## src/rtl/pwm_capture.sv

```systemverilog
// Multi-channel PWM period/high-time capture with a small register-mapped device bus.
// Each channel synchronizes its input, detects edges and times them with a per-channel FSM.

module pwm_capture_ch #(
  parameter int CtrWidth = 16
) (
  input  logic                clk_i,
  input  logic                rst_i,
  input  logic                pwm,
  input  logic                wr_status,
  input  logic                wr_ctrl,
  input  logic [1:0]          wdata,
  output logic                en,
  output logic                level,
  output logic                valid,
  output logic                ovf,
  output logic [CtrWidth-1:0] period,
  output logic [CtrWidth-1:0] high
);

  typedef enum logic [1:0] {IDLE, WAIT_RISE, MEASURE} state_e;

  state_e              state_q, state_d;
  logic [CtrWidth-1:0] cnt_q, cnt_d;
  logic                s1, s2, s3;
  logic                rise, fall, dis;
  logic                ld_period, ld_high, set_valid, set_ovf;

  assign rise  = s2 & ~s3;
  assign fall  = ~s2 & s3;
  assign level = s2;
  // A CTRL write clearing EN wins over any edge seen in the same cycle.
  assign dis   = wr_ctrl & ~wdata[0];

  always_ff @(posedge clk_i) begin
    if (rst_i) begin
      s1      <= 1'b0;
      s2      <= 1'b0;
      s3      <= 1'b0;
      state_q <= IDLE;
      cnt_q   <= '0;
    end else begin
      s1      <= pwm;
      s2      <= s1;
      s3      <= s2;
      state_q <= state_d;
      cnt_q   <= cnt_d;
    end
  end

  always_comb begin
    state_d   = state_q;
    cnt_d     = cnt_q;
    ld_period = 1'b0;
    ld_high   = 1'b0;
    set_valid = 1'b0;
    set_ovf   = 1'b0;
    if (dis || !en) begin
      state_d = IDLE;
      cnt_d   = '0;
    end else begin
      unique case (state_q)
        IDLE: state_d = WAIT_RISE;
        WAIT_RISE: begin
          if (rise) begin
            cnt_d   = CtrWidth'(1);
            state_d = MEASURE;
          end
        end
        MEASURE: begin
          if (rise) begin
            ld_period = 1'b1;
            set_valid = 1'b1;
            cnt_d     = CtrWidth'(1);
          end else if (cnt_q == '1) begin
            // Period too long to represent: abandon it and resync on the next rise.
            set_ovf = 1'b1;
            cnt_d   = '0;
            state_d = WAIT_RISE;
          end else begin
            cnt_d   = cnt_q + CtrWidth'(1);
            ld_high = fall;
          end
        end
        default: state_d = IDLE;
      endcase
    end
  end

  always_ff @(posedge clk_i) begin
    if (rst_i) begin
      en     <= 1'b0;
      valid  <= 1'b0;
      ovf    <= 1'b0;
      period <= '0;
      high   <= '0;
    end else begin
      if (wr_ctrl)   en     <= wdata[0];
      if (ld_period) period <= cnt_q;
      if (ld_high)   high   <= cnt_q;
      if (set_valid)                   valid <= 1'b1;
      else if (wr_status && wdata[0])  valid <= 1'b0;
      if (set_ovf)                     ovf   <= 1'b1;
      else if (wr_status && wdata[1])  ovf   <= 1'b0;
    end
  end

endmodule

module pwm_capture #(
  parameter int NumChannels = 4,
  parameter int CtrWidth    = 16,
  parameter int BusWidth    = 32
) (
  input  logic                   clk_i,
  input  logic                   rst_i,
  input  logic                   device_req_i,
  input  logic [BusWidth-1:0]    device_addr_i,
  input  logic                   device_we_i,
  input  logic [3:0]             device_be_i,
  input  logic [BusWidth-1:0]    device_wdata_i,
  output logic                   device_rvalid_o,
  output logic [BusWidth-1:0]    device_rdata_o,
  input  logic [NumChannels-1:0] pwm_i
);

  localparam int ChW = 6;

  logic [ChW-1:0]                        ch_sel;
  logic [1:0]                            reg_sel;
  logic [NumChannels-1:0]                wr_status, wr_ctrl, en, level, valid, ovf;
  logic [NumChannels-1:0][CtrWidth-1:0]  period, high;
  logic [BusWidth-1:0]                   rdata_d;
  logic                                  unused_bits;

  // 16-byte channel stride inside a 1 KiB window; byte lanes are not used.
  assign ch_sel      = device_addr_i[9:4];
  assign reg_sel     = device_addr_i[3:2];
  assign unused_bits = ^{device_be_i, device_addr_i[BusWidth-1:10], device_addr_i[1:0],
                         device_wdata_i[BusWidth-1:2]};

  always_comb begin
    wr_status = '0;
    wr_ctrl   = '0;
    for (int c = 0; c < NumChannels; c++) begin
      wr_status[c] = device_req_i & device_we_i & (ch_sel == ChW'(c)) & (reg_sel == 2'd2);
      wr_ctrl[c]   = device_req_i & device_we_i & (ch_sel == ChW'(c)) & (reg_sel == 2'd3);
    end
  end

  for (genvar g = 0; g < NumChannels; g++) begin : g_ch
    pwm_capture_ch #(.CtrWidth(CtrWidth)) u_ch (
      .clk_i     (clk_i),
      .rst_i     (rst_i),
      .pwm       (pwm_i[g]),
      .wr_status (wr_status[g]),
      .wr_ctrl   (wr_ctrl[g]),
      .wdata     (device_wdata_i[1:0]),
      .en        (en[g]),
      .level     (level[g]),
      .valid     (valid[g]),
      .ovf       (ovf[g]),
      .period    (period[g]),
      .high      (high[g])
    );
  end

  always_comb begin
    rdata_d = '0;
    if (device_req_i && !device_we_i) begin
      for (int c = 0; c < NumChannels; c++) begin
        if (ch_sel == ChW'(c)) begin
          unique case (reg_sel)
            2'd0: rdata_d = BusWidth'(period[c]);
            2'd1: rdata_d = BusWidth'(high[c]);
            2'd2: rdata_d = BusWidth'({level[c], ovf[c], valid[c]});
            2'd3: rdata_d = BusWidth'(en[c]);
            default: rdata_d = '0;
          endcase
        end
      end
    end
  end

  always_ff @(posedge clk_i) begin
    if (rst_i) begin
      device_rvalid_o <= 1'b0;
      device_rdata_o  <= '0;
    end else begin
      device_rvalid_o <= device_req_i;
      device_rdata_o  <= rdata_d;
    end
  end

endmodule
```

## config.mk

```make
export PLATFORM = sky130hd
export DESIGN_NAME = pwm_capture
export DESIGN_NICKNAME = d
export VERILOG_FILES = /design/src/rtl/pwm_capture.sv
export SDC_FILE = /design/constraint.sdc
export NUM_CORES = 1
export LEC_CHECK = 0
export BUFFER_PORTS_ARGS = -buffer_cell sky130_fd_sc_hd__buf_2
export CAP_MARGIN = 30
export CELL_PAD_IN_SITES_DETAIL_PLACEMENT = 0
export CELL_PAD_IN_SITES_GLOBAL_PLACEMENT = 1
export CORE_UTILIZATION = 47
export CTS_BUF_LIST = sky130_fd_sc_hd__clkbuf_8
export CTS_CLUSTER_SIZE = 14
export DETAILED_ROUTE_END_ITERATION = 8
export PLACE_DENSITY_LB_ADDON = 0.1
export SLEW_MARGIN = 30
export SYNTH_ARGS = -nofsm -noshare
export SYNTH_HDL_FRONTEND = slang
export SYNTH_HIERARCHICAL = 1
export SYNTH_SLANG_ARGS = --single-unit
```

## constraint.sdc

```tcl
create_clock -name clk_i -period 3.51 [get_ports clk_i]
set_input_delay 0.5265 -clock clk_i [delete_from_list [all_inputs] [get_ports clk_i]]
set_output_delay 0.5265 -clock clk_i [all_outputs]
set_load 0.01 [all_outputs]
```

==> results.py, run 1 <==
metrics = {
    "status": {
        "outcome": "complete, no violations",
    },
    "setup_path": {
        "r2r_slack_ns": 0.82,
        "crit_type": "reg2reg",
        "cp_max_fo": 15,
        "r2r_end": "g_ch[3].u_ch/cnt_q[13]$_SDFFE_PP0P_",
        "worstPathArrival_ns": 3.12,
        "cp-end-kind": "flop",
        "reg2reg_from": "g_ch[3].u_ch/cnt_q[0]$_SDFFE_PP0P_",
        "start_kind": "flop",
        "reg2reg_depth": 6,
        "crit_required_ns": 3.94,
    },
    "timing": {
        "slew_headroom_pct": 43.7,
        "finalSetupViolCount": 0,
        "hold_viol": 0,
        "finClkSkew_ns": 0.0166,
        "whs_ns": 0.190,
        "rsz0062_at_grt": "no",
        "finalSetupTns_ns": 0,
        "post-route-period-util_pct": 76.7,
        "tightest_slew_ns": 0.845,
        "final.setup.worst_slack_ns": 0.819,
        "post-route-min-period_ns": 2.69,
        "report.final.slew_viol_count": 0,
        "fmax_mhz": 372,
    },
    "grt": {
        "grt_use_met1_pct": 30.3,
        "grt_pass1_wl_um": 44400,
        "use_met3_pct": 3.47,
        "grt-ovfl-total": 0,
        "busiest_layer": "met2",
        "use_met2_pct": 38.1,
        "grt_pass1_vias": 8353,
        "grt_max_degree": 74,
        "grt_usage_pct": 23.0,
        "antenna_found_initial": 2,
    },
    "placement": {
        "dp_slack_ns": 0.546,
        "place.gp.congestion": 0.798,
        "placed_cells": 1511,
        "hpwl_um": 18800,
        "io_buffers": 34,
    },
    "run": {
        "maxCapViolations": 0,
    },
    "pwr": {
        "peakVddDrop_mv": 0.296,
        "leakagePower_nw": 4.65,
        "power_density_nw_per_um2": 424,
    },
    "final_layout": {
        "finish.utilization_pct": 52.5,
        "final_common_cell": "dfxtp_1",
        "drive_gt1_share_pct": 14.7,
        "area_delta_synth_final_pct": 9.23,
        "final_cell_mix": "dfxtp_1 (241), nor2_1 (204), mux2i_1 (135)",
        "layoutNonFillerInstCount": 1576,
        "layout.nets": 1316,
    },
    "clock_network": {
        "cts_sinks": 241,
        "cts_setup_buffers": 0,
        "cts_buffer_depth": 3,
        "cts-root-buf": "clkbuf_8",
        "cts_tree": "yes",
        "path_clk_slew_ns": 0.06,
        "cts-htree-levels": 2,
        "ctsResizeCount": 0,
        "numCtsBuffers": 42,
        "cts_hold_buffers": 0,
        "clkLatencyLatePin_ns": 0.55,
    },
    "min_path": {
        "whs_path_depth": 2,
        "holdCritPathClass": "in2reg",
        "min_from": "pwm_i[3]",
        "whs_endpoint": "g_ch[3].u_ch/s1$_SDFF_PP0_",
    },
    "yosys": {
        "synth-seq-area-share_pct": 42.7,
        "async_flop_share_pct": 0,
        "synth.yosys.warnings": 6,
        "netlist_instances": 1213,
        "syn_area_um2": 11300,
        "synth_edf_count": 0,
        "synthFlopType": "dfxtp_1",
        "avgSynthCellArea_um2": 9.32,
        "synthDistinctLibCells": 66,
        "synth-seq-cells": 241,
    },
    "routing": {
        "drc": 0,
        "dr.pass1.iters": 5,
        "routed_wl_um": 27700,
        "ant_nets": 0,
        "via_count": 8789,
        "routed_via_density": 5.58,
        "routedWlPerCell_um": 17.6,
        "drtIter0Drc": 626,
    },
    "die": {
        "num_rows": 56,
        "die_w_um": 157,
        "pin_count": 109,
        "core_um2": 23500,
        "die_y_um": 157,
        "start_util_pct": 48.0,
        "dieArea_um2": 24700,
    },
}
[cell usage after synthesis, drive strengths merged (2+ instances only)]
cell | count | area share, %
a21o | 4 | 0.28
a311oi | 3 | 0.23
nor3b | 5 | 0.43
a221oi | 5 | 0.39
a211oi | 12 | 1.0
a22oi | 23 | 1.5
o31ai | 4 | 0.27
nor2 | 205 | 6.9
nand3 | 33 | 1.7
and2b | 3 | 0.20
a22o | 8 | 0.64
o2bb2ai | 4 | 0.31
a32oi | 2 | 0.15
o21ai | 47 | 2.1
o21a | 3 | 0.20
ha | 4 | 0.44
nor4 | 9 | 1.0
dfxtp | 241 | 43
or4 | 4 | 0.30
o21bai | 3 | 0.20
nand2b | 22 | 1.2
mux2 | 26 | 2.6
a211o | 3 | 0.23
nand3b | 16 | 1.1
and3 | 12 | 0.68
nor2b | 21 | 1.2
mux2i | 135 | 12
a21oi | 65 | 2.9
or3 | 6 | 0.33
nand2 | 61 | 2.0
o221a | 3 | 0.30
mux4 | 17 | 3.4
a2111oi | 3 | 0.73
a2bb2oi | 2 | 0.15
buf | 60 | 3.3
inv | 14 | 0.46
nand4b | 4 | 0.31
a31oi | 19 | 1.2
clkbuf | 31 | 1.0
and2 | 6 | 0.33
nand4 | 20 | 1.1
and4 | 3 | 0.23
or2 | 7 | 0.39
xnor2 | 6 | 0.46
nor3 | 26 | 1.3
[cell families after synthesis]
| kind of cell | after synthesis | synth area share (%) |
|---|---|---|
| AND/OR/NAND/NOR | 463 | 20.6 |
| flip-flops | 241 | 42.7 |
| AO/OA/AOI/OAI | 214 | 12.9 |
| multiplexers | 178 | 17.9 |
| buffers and inverters | 105 | 4.85 |
| XOR/XNOR | 7 | 0.542 |
| adder cells (fa/ha/maj) | 4 | 0.443 |
| other | 1 | 0.0332 |
[layout make-up]
type,instances,area [um2]
well taps,319,399
diodes,1,2.50
flip-flops and latches,241,4820
clock buffers,50,688
repair buffers,55,330
clock inverters,14,62.6
inverters,14,52.6
multi-input cells,882,5990
fillers,2250,11200
[worst max-delay path, cell delays in order, from the launching register on]
cell and delay (ns):
dfxtp_1 0.49, ha_1 0.31, nand3_4 0.13, nor4_4 0.63, a31oi_2 0.45, and3_1 0.31, a221o_1 0.25
[power by group]
group          total, mW  internal [mW]  switching, mW
sequential          2.75           2.74        0.00431
combinational      0.127         0.0374         0.0896
clock               2.37           1.27           1.09
total               5.24           4.05           1.19
[per-layer routing]
layer | vias to the layer above | wire [um]
met1 | 4240 | 13000
met5 | - | 13
met4 | 2 | 722
met3 | 61 | 901
met2 | 133 | 13100
li1 | 4353 | -
[flip-flops by register name (all words and copies together) (netlist names), 8 cells and up]
| register | count |
|---|---|
| g_ch.u_ch/high | 64 |
| g_ch.u_ch/state_q | 8 |
| device_rdata_o | 16 |
| g_ch.u_ch/cnt_q | 64 |
| g_ch.u_ch/period | 64 |
[stage by stage]
stage	instance area, um2	power, mW
floorplan	11400	2.91
global placement	11600	2.93
detailed placement	11600	2.93
CTS	12300	5.32
global route	12400	5.45
finish	12400	5.24
[worst max path at each step]
stage / startpoint / slack, ns / to
2_1_floorplan: device_addr_i[9] / 0.50 / g_ch[3].u_ch/period[15]$_SDFFE_PP0P_
3_3_place_gp: device_addr_i[9] / 0.55 / g_ch[0].u_ch/period[1]$_SDFFE_PP0P_
3_5_place_dp: device_addr_i[9] / 0.55 / g_ch[0].u_ch/period[8]$_SDFFE_PP0P_
4_1_cts: g_ch[3].u_ch/cnt_q[0]$_SDFFE_PP0P_ / 0.82 / g_ch[3].u_ch/cnt_q[9]$_SDFFE_PP0P_
5_1_grt: g_ch[3].u_ch/cnt_q[0]$_SDFFE_PP0P_ / 0.59 / g_ch[3].u_ch/cnt_q[7]$_SDFFE_PP0P_
6_report: g_ch[3].u_ch/cnt_q[0]$_SDFFE_PP0P_ / 0.82 / g_ch[3].u_ch/cnt_q[13]$_SDFFE_PP0P_
Power figures use the tool's default switching activity.
==> run 2, diff against run 1 <==
CORE_UTILIZATION = 43   (was 47)
clock period = 2.4 ns   (was 3.51 ns; I/O delays follow)
==> results.py, run 2 (synthesis gave the netlist of run 1 again) <==
metrics = {
    "final_layout": {
        "layoutNonFillerInstCount": 1657,
        "area_delta_synth_final_pct": 15.9,
        "drive_gt1_share_pct": 19.8,
        "fillers": 2477,
        "final_cell_mix": "dfxtp_1 (241), nor2_1 (202), mux2i_1 (135)",
        "reg.largest.list": "g_ch.u_ch/cnt_q x64, g_ch.u_ch/high x64, g_ch.u_ch/period x64",
        "final_common_cell": "dfxtp_1",
        "finalInstanceArea_um2": 13100,
        "diodes": 0,
        "layout.nets": 1376,
    },
    "setup_path": {
        "path_buf_inv": 0,
        "crit_required_ns": 2.83,
        "start_kind": "flop",
        "cp_max_fo": 7,
        "cp-end-kind": "flop",
        "cp_slowest_cell": "nor4_4",
        "cpLargestDelayFamily": "simple AND/OR/NAND/NOR gates",
        "cpPeakStageDelay_ns": 0.54,
        "crit_chain": "nand4_1 > nor4_4 > a21oi_1 > o21ai_0 > nor2_1",
        "worstPathArrival_ns": 2.55,
        "crit_type": "reg2reg",
    },
    "clock_network": {
        "numCtsBuffers": 44,
        "ctsResizeCount": 0,
        "cts_tree": "yes",
        "cts_sinks": 241,
        "cts-htree-levels": 2,
        "cts_buffer_depth": 3,
        "clkLatencyLatePin_ns": 0.54,
        "path_clk_slew_ns": 0.06,
        "cts-root-buf": "clkbuf_8",
    },
    "routing": {
        "dr.pass1.iters": 5,
        "routedWlPerCell_um": 17.5,
        "routed_wl_um": 29000,
        "via_count": 8910,
        "drc": 0,
        "drtIter0Drc": 416,
        "routed_via_density": 5.38,
        "ant_nets": 0,
    },
    "timing": {
        "final.setup.worst_slack_ns": 0.284,
        "rsz0062_at_grt": "no",
        "tightest_slew_ns": 0.832,
        "fmax_mhz": 472,
        "slew_headroom_pct": 44.5,
        "finClkSkew_ns": 0.0105,
        "report.final.slew_viol_count": 0,
        "hold_viol": 0,
        "post-route-min-period_ns": 2.12,
        "post-route-period-util_pct": 88.2,
        "finalSetupViolCount": 0,
    },
    "grt": {
        "grt_pass1_vias": 8598,
        "grt_max_degree": 54,
        "grt-ovfl-total": 0,
        "grt_pass1_wl_um": 46700,
        "grt_usage_pct": 22.3,
        "antenna_found_initial": 1,
    },
    "pwr": {
        "leakagePower_nw": 5.07,
        "p_total_mw": 8.17,
        "peakVddDrop_mv": 0.490,
        "power_density_nw_per_um2": 623,
    },
    "die": {
        "pin_count": 109,
        "die_w_um": 164,
        "dieArea_um2": 26900,
        "core_um2": 25500,
        "num_rows": 58,
        "die_y_um": 164,
        "start_util_pct": 44.4,
    },
    "placement": {
        "dp_slack_ns": -0.0792,
        "io_buffers": 34,
        "hpwl_um": 20300,
        "place.gp.congestion": 0.817,
        "placed_area_um2": 12200,
        "placed_cells": 1579,
    },
    "run": {
        "maxCapViolations": 0,
    },
    "status": {
        "outcome": "complete, no violations",
    },
    "min_path": {
        "holdCritPathClass": "in2reg",
    },
}
run 2: cell types whose count changed in the layout (fill, tap and decap cells not counted), moves of 3 or more:
cell / previous run / this run
clkbuf_8: 50 / 58
nand3_1: 29 / 26
buf_12: 0 / 8
buf_4: 22 / 71
nand3_2: 3 / 6
run 2: stage by stage:
stage               setup TNS (ns)  util [%]  hold slack [ns]
finish                           0      51.4           0.0327
global route                     0      51.4           0.0270
CTS                              0      51.4          0.00201
detailed placement           -1.19      47.8            0.426
global placement            -0.625      47.8            0.421
floorplan                   -0.437         -            0.414
run 2: final timing paths:
| kind | cells past startpoint | startpoint | endpoint | slack, ns |
|---|---|---|---|---|
| worst max-delay path | 5 | g_ch[2].u_ch/cnt_q[13]$_SDFFE_PP0P_ | g_ch[2].u_ch/cnt_q[9]$_SDFFE_PP0P_ | 0.28 |
| worst min-delay path | 2 | pwm_i[3] | g_ch[3].u_ch/s1$_SDFF_PP0_ | 0.03 |
| worst max register to register | 5 | g_ch[2].u_ch/cnt_q[13]$_SDFFE_PP0P_ | g_ch[2].u_ch/cnt_q[9]$_SDFFE_PP0P_ | 0.28 |
| worst min register to register | 1 | g_ch[0].u_ch/s1$_SDFF_PP0_ | g_ch[0].u_ch/level$_SDFF_PP0_ | 0.44 |
run 2: final cells by class:
type	instances	area, um2	area share (%)
multi-input combinational	882	6040	46.1
sequential	241	4820	36.8
timing repair buffer	113	868	6.63
clock buffer	58	798	6.09
tap	330	413	3.15
clock inverter	19	108	0.821
inverter	14	52.6	0.401
run 2: timing repair:
item	in CTS	in global routing
hold endpoints to repair	1	0
buffers inserted	0	0
endpoints found under the setup margin	0	0
hold buffers	1	0
run 2: worst reg2reg max path: cells and delay by family (launching register included):
| kind | cells | cell delay, ns |
|---|---|---|
| flip-flops | 1 | 0.48 |
| AND/OR/NAND/NOR | 3 | 0.90 |
| AO/OA/AOI/OAI | 2 | 0.63 |
run 2: power breakdown:
group          internal [mW]  leakage (nW)  switching, mW
clock                   2.25         0.514           1.69
sequential              4.01          1.94        0.00694
combinational         0.0698          2.62          0.138
total                   6.33          5.07           1.83
run 2: layer usage:
metal / track usage (%) / vias up / routed length (um)
met5: 0 / - / 13
met2: 37.6 / 135 / 13700
met3: 3.76 / 40 / 1150
li1: - / 4474 / -
met1: 29.1 / 4259 / 13600
met4: 6.31 / 2 / 545
==> run 3, diff against run 2 <==
CORE_UTILIZATION = 47   (was 43)
clock period = 2 ns   (was 2.4 ns; I/O delays follow)
==> results.py, run 3 (synthesis gave the netlist of run 1 again) <==
metrics = {
    "placement": {
        "hpwl_um": 20500,
        "place.gp.congestion": 0.946,
        "placed_area_um2": 12700,
        "io_buffers": 34,
    },
    "final_layout": {
        "drive_gt1_share_pct": 24.4,
        "final_cell_mix": "dfxtp_1 (239), nor2_1 (202), mux2i_1 (134)",
        "fillers": 2221,
        "final_common_cell": "dfxtp_1",
        "multiInputGateArea_um2": 6100,
        "reg.largest.list": "g_ch.u_ch/cnt_q x64, g_ch.u_ch/high x64, g_ch.u_ch/period x64",
        "diodes": 0,
        "area_delta_synth_final_pct": 21.1,
        "finalInstanceArea_um2": 13700,
        "finish.utilization_pct": 58.1,
        "regArea_um2": 4830,
        "layout.nets": 1443,
    },
    "setup_path": {
        "start_kind": "flop",
        "cpLargestDelayFamily": "compound AO/OA/AOI/OAI gates",
        "r2r_end": "g_ch[2].u_ch/high[1]$_SDFFE_PP0P_",
        "worstPathArrival_ns": 2.32,
        "reg2reg_from": "g_ch[2].u_ch/cnt_q[1]$_SDFFE_PP0P_",
        "cp_common_cell": "nor2_1",
        "crit_required_ns": 2.40,
        "crit_type": "reg2reg",
        "reg2reg_depth": 8,
        "r2r_slack_ns": 0.08,
        "cp-end-kind": "flop",
        "cp_slowest_cell": "a2111oi_4",
        "path_buf_inv": 2,
        "cp_max_fo": 8,
        "crit_chain": "ha_4 > nand3_2 > nor2_1 > buf_6 > a2111oi_4 > clkbuf_16 > mux2i_1 > nor2_1",
        "cpPeakStageDelay_ns": 0.49,
    },
    "die": {
        "die_w_um": 157,
        "core_um2": 23500,
        "start_util_pct": 48.0,
        "pin_count": 109,
        "num_rows": 56,
        "die_y_um": 157,
        "dieArea_um2": 24700,
    },
    "timing": {
        "hold_viol": 0,
        "finalSetupTns_ns": 0,
        "rsz0062_at_grt": "yes",
        "fmax_mhz": 520,
        "finalSetupViolCount": 0,
        "slew_headroom_pct": 51.2,
        "report.final.slew_viol_count": 0,
        "tightest_slew_ns": 0.732,
        "post-route-min-period_ns": 1.92,
        "post-route-period-util_pct": 96.1,
        "finClkSkew_ns": 0.0210,
    },
    "routing": {
        "routedWlPerCell_um": 16.8,
        "wl_met2_um": 13700,
        "via_count": 9299,
        "highest_layer": "met4",
        "ant_nets": 0,
        "drc": 0,
        "routed_via_density": 5.42,
        "wl_met3_um": 1460,
        "drtIter0Drc": 493,
        "drt-met1-wl_um": 13200,
        "routed_wl_um": 28900,
        "dr.pass1.iters": 5,
    },
    "grt": {
        "grt_pass1_wl_um": 47000,
        "grt_pass1_vias": 8994,
        "antenna_found_initial": 0,
        "grt_usage_pct": 24.2,
        "grt_max_degree": 72,
        "grt-ovfl-total": 0,
    },
    "min_path": {
        "min_from": "rst_i",
        "holdCritPathClass": "in2reg",
        "whs_path_depth": 2,
        "whs_endpoint": "g_ch[3].u_ch/en$_SDFFE_PP0P_",
    },
    "clock_network": {
        "cts-root-buf": "clkbuf_8",
        "cts_tree": "yes",
        "cts-htree-levels": 2,
        "clkLatencyLatePin_ns": 0.55,
        "numCtsBuffers": 44,
        "cts_sinks": 241,
        "cts_buffer_depth": 3,
        "path_clk_slew_ns": 0.06,
    },
    "pwr": {
        "power_density_nw_per_um2": 705,
        "leakagePower_nw": 5.43,
        "peakVddDrop_mv": 0.484,
        "p_total_mw": 9.65,
    },
    "status": {
        "outcome": "complete, no violations",
    },
    "run": {
        "maxCapViolations": 0,
    },
}
run 3: worst reg2reg max path: stages, from the launching register on:
cell and delay, ns:
dfxtp_2 0.34, ha_4 0.17, nand3_2 0.07, nor2_1 0.06
buf_6 0.13, a2111oi_4 0.49, clkbuf_16 0.26, mux2i_1 0.21
nor2_1 0.05
run 3: worst max-delay path by stage:
stage / to / start / depth (start not counted)
floorplan: g_ch[3].u_ch/cnt_q[13]$_SDFFE_PP0P_ / device_addr_i[9] / 11
global placement: g_ch[3].u_ch/cnt_q[13]$_SDFFE_PP0P_ / device_addr_i[9] / 10
detailed placement: g_ch[3].u_ch/cnt_q[13]$_SDFFE_PP0P_ / device_addr_i[9] / 10
CTS: g_ch[1].u_ch/high[8]$_SDFFE_PP0P_ / g_ch[1].u_ch/cnt_q[0]$_SDFFE_PP0P_ / 7
global route: g_ch[1].u_ch/cnt_q[13]$_SDFFE_PP0P_ / g_ch[1].u_ch/cnt_q[0]$_SDFFE_PP0P_ / 7
finish: g_ch[2].u_ch/high[1]$_SDFFE_PP0P_ / g_ch[2].u_ch/cnt_q[1]$_SDFFE_PP0P_ / 8
run 3: final cells by class:
class	count	area share [%]
Clock buffer	53	5.33
Clock inverter	26	1.04
Inverter	14	0.384
Multi-Input combinational cell	882	44.6
Sequential cell	241	35.3
Tap cell	319	2.92
Timing Repair Buffer	180	10.5
run 3: timing repair:
action | 4_1_cts | 5_1_grt
hold buffers | 4 | 0
hold endpoints to repair | 4 | 0
endpoints found under the setup margin | 22 | 42
pin swaps | 2 | 4
setup buffers | 1 | 4
cloned | 0 | 1
gates resized for setup | 1 | 11
run 3: metrics by stage:
step	std cells	worst slack (ns)	hold slack (ns)
finish	1715	0.0777	0.0772
global route	1715	-0.0570	0.0698
CTS	1710	0.00821	0.0522
detailed placement	1626	-0.415	0.426
global placement	1626	-0.386	0.421
floorplan	1228	-0.392	0.383
run 3: routing by layer:
metal / global-route usage (%) / up-vias
met3: 4.87 / 45
met2: 40.7 / 190
met1: 31.5 / 4432
met5: 0 / -
met4: 6.52 / 0
li1: - / 4632
run 3: power by group:
part / total, mW / switching (mW) / internal, mW
clock network: 4.56 / 2.03 / 2.53
registers: 4.82 / 0.00688 / 4.81
logic: 0.263 / 0.166 / 0.0973
total: 9.65 / 2.21 / 7.44
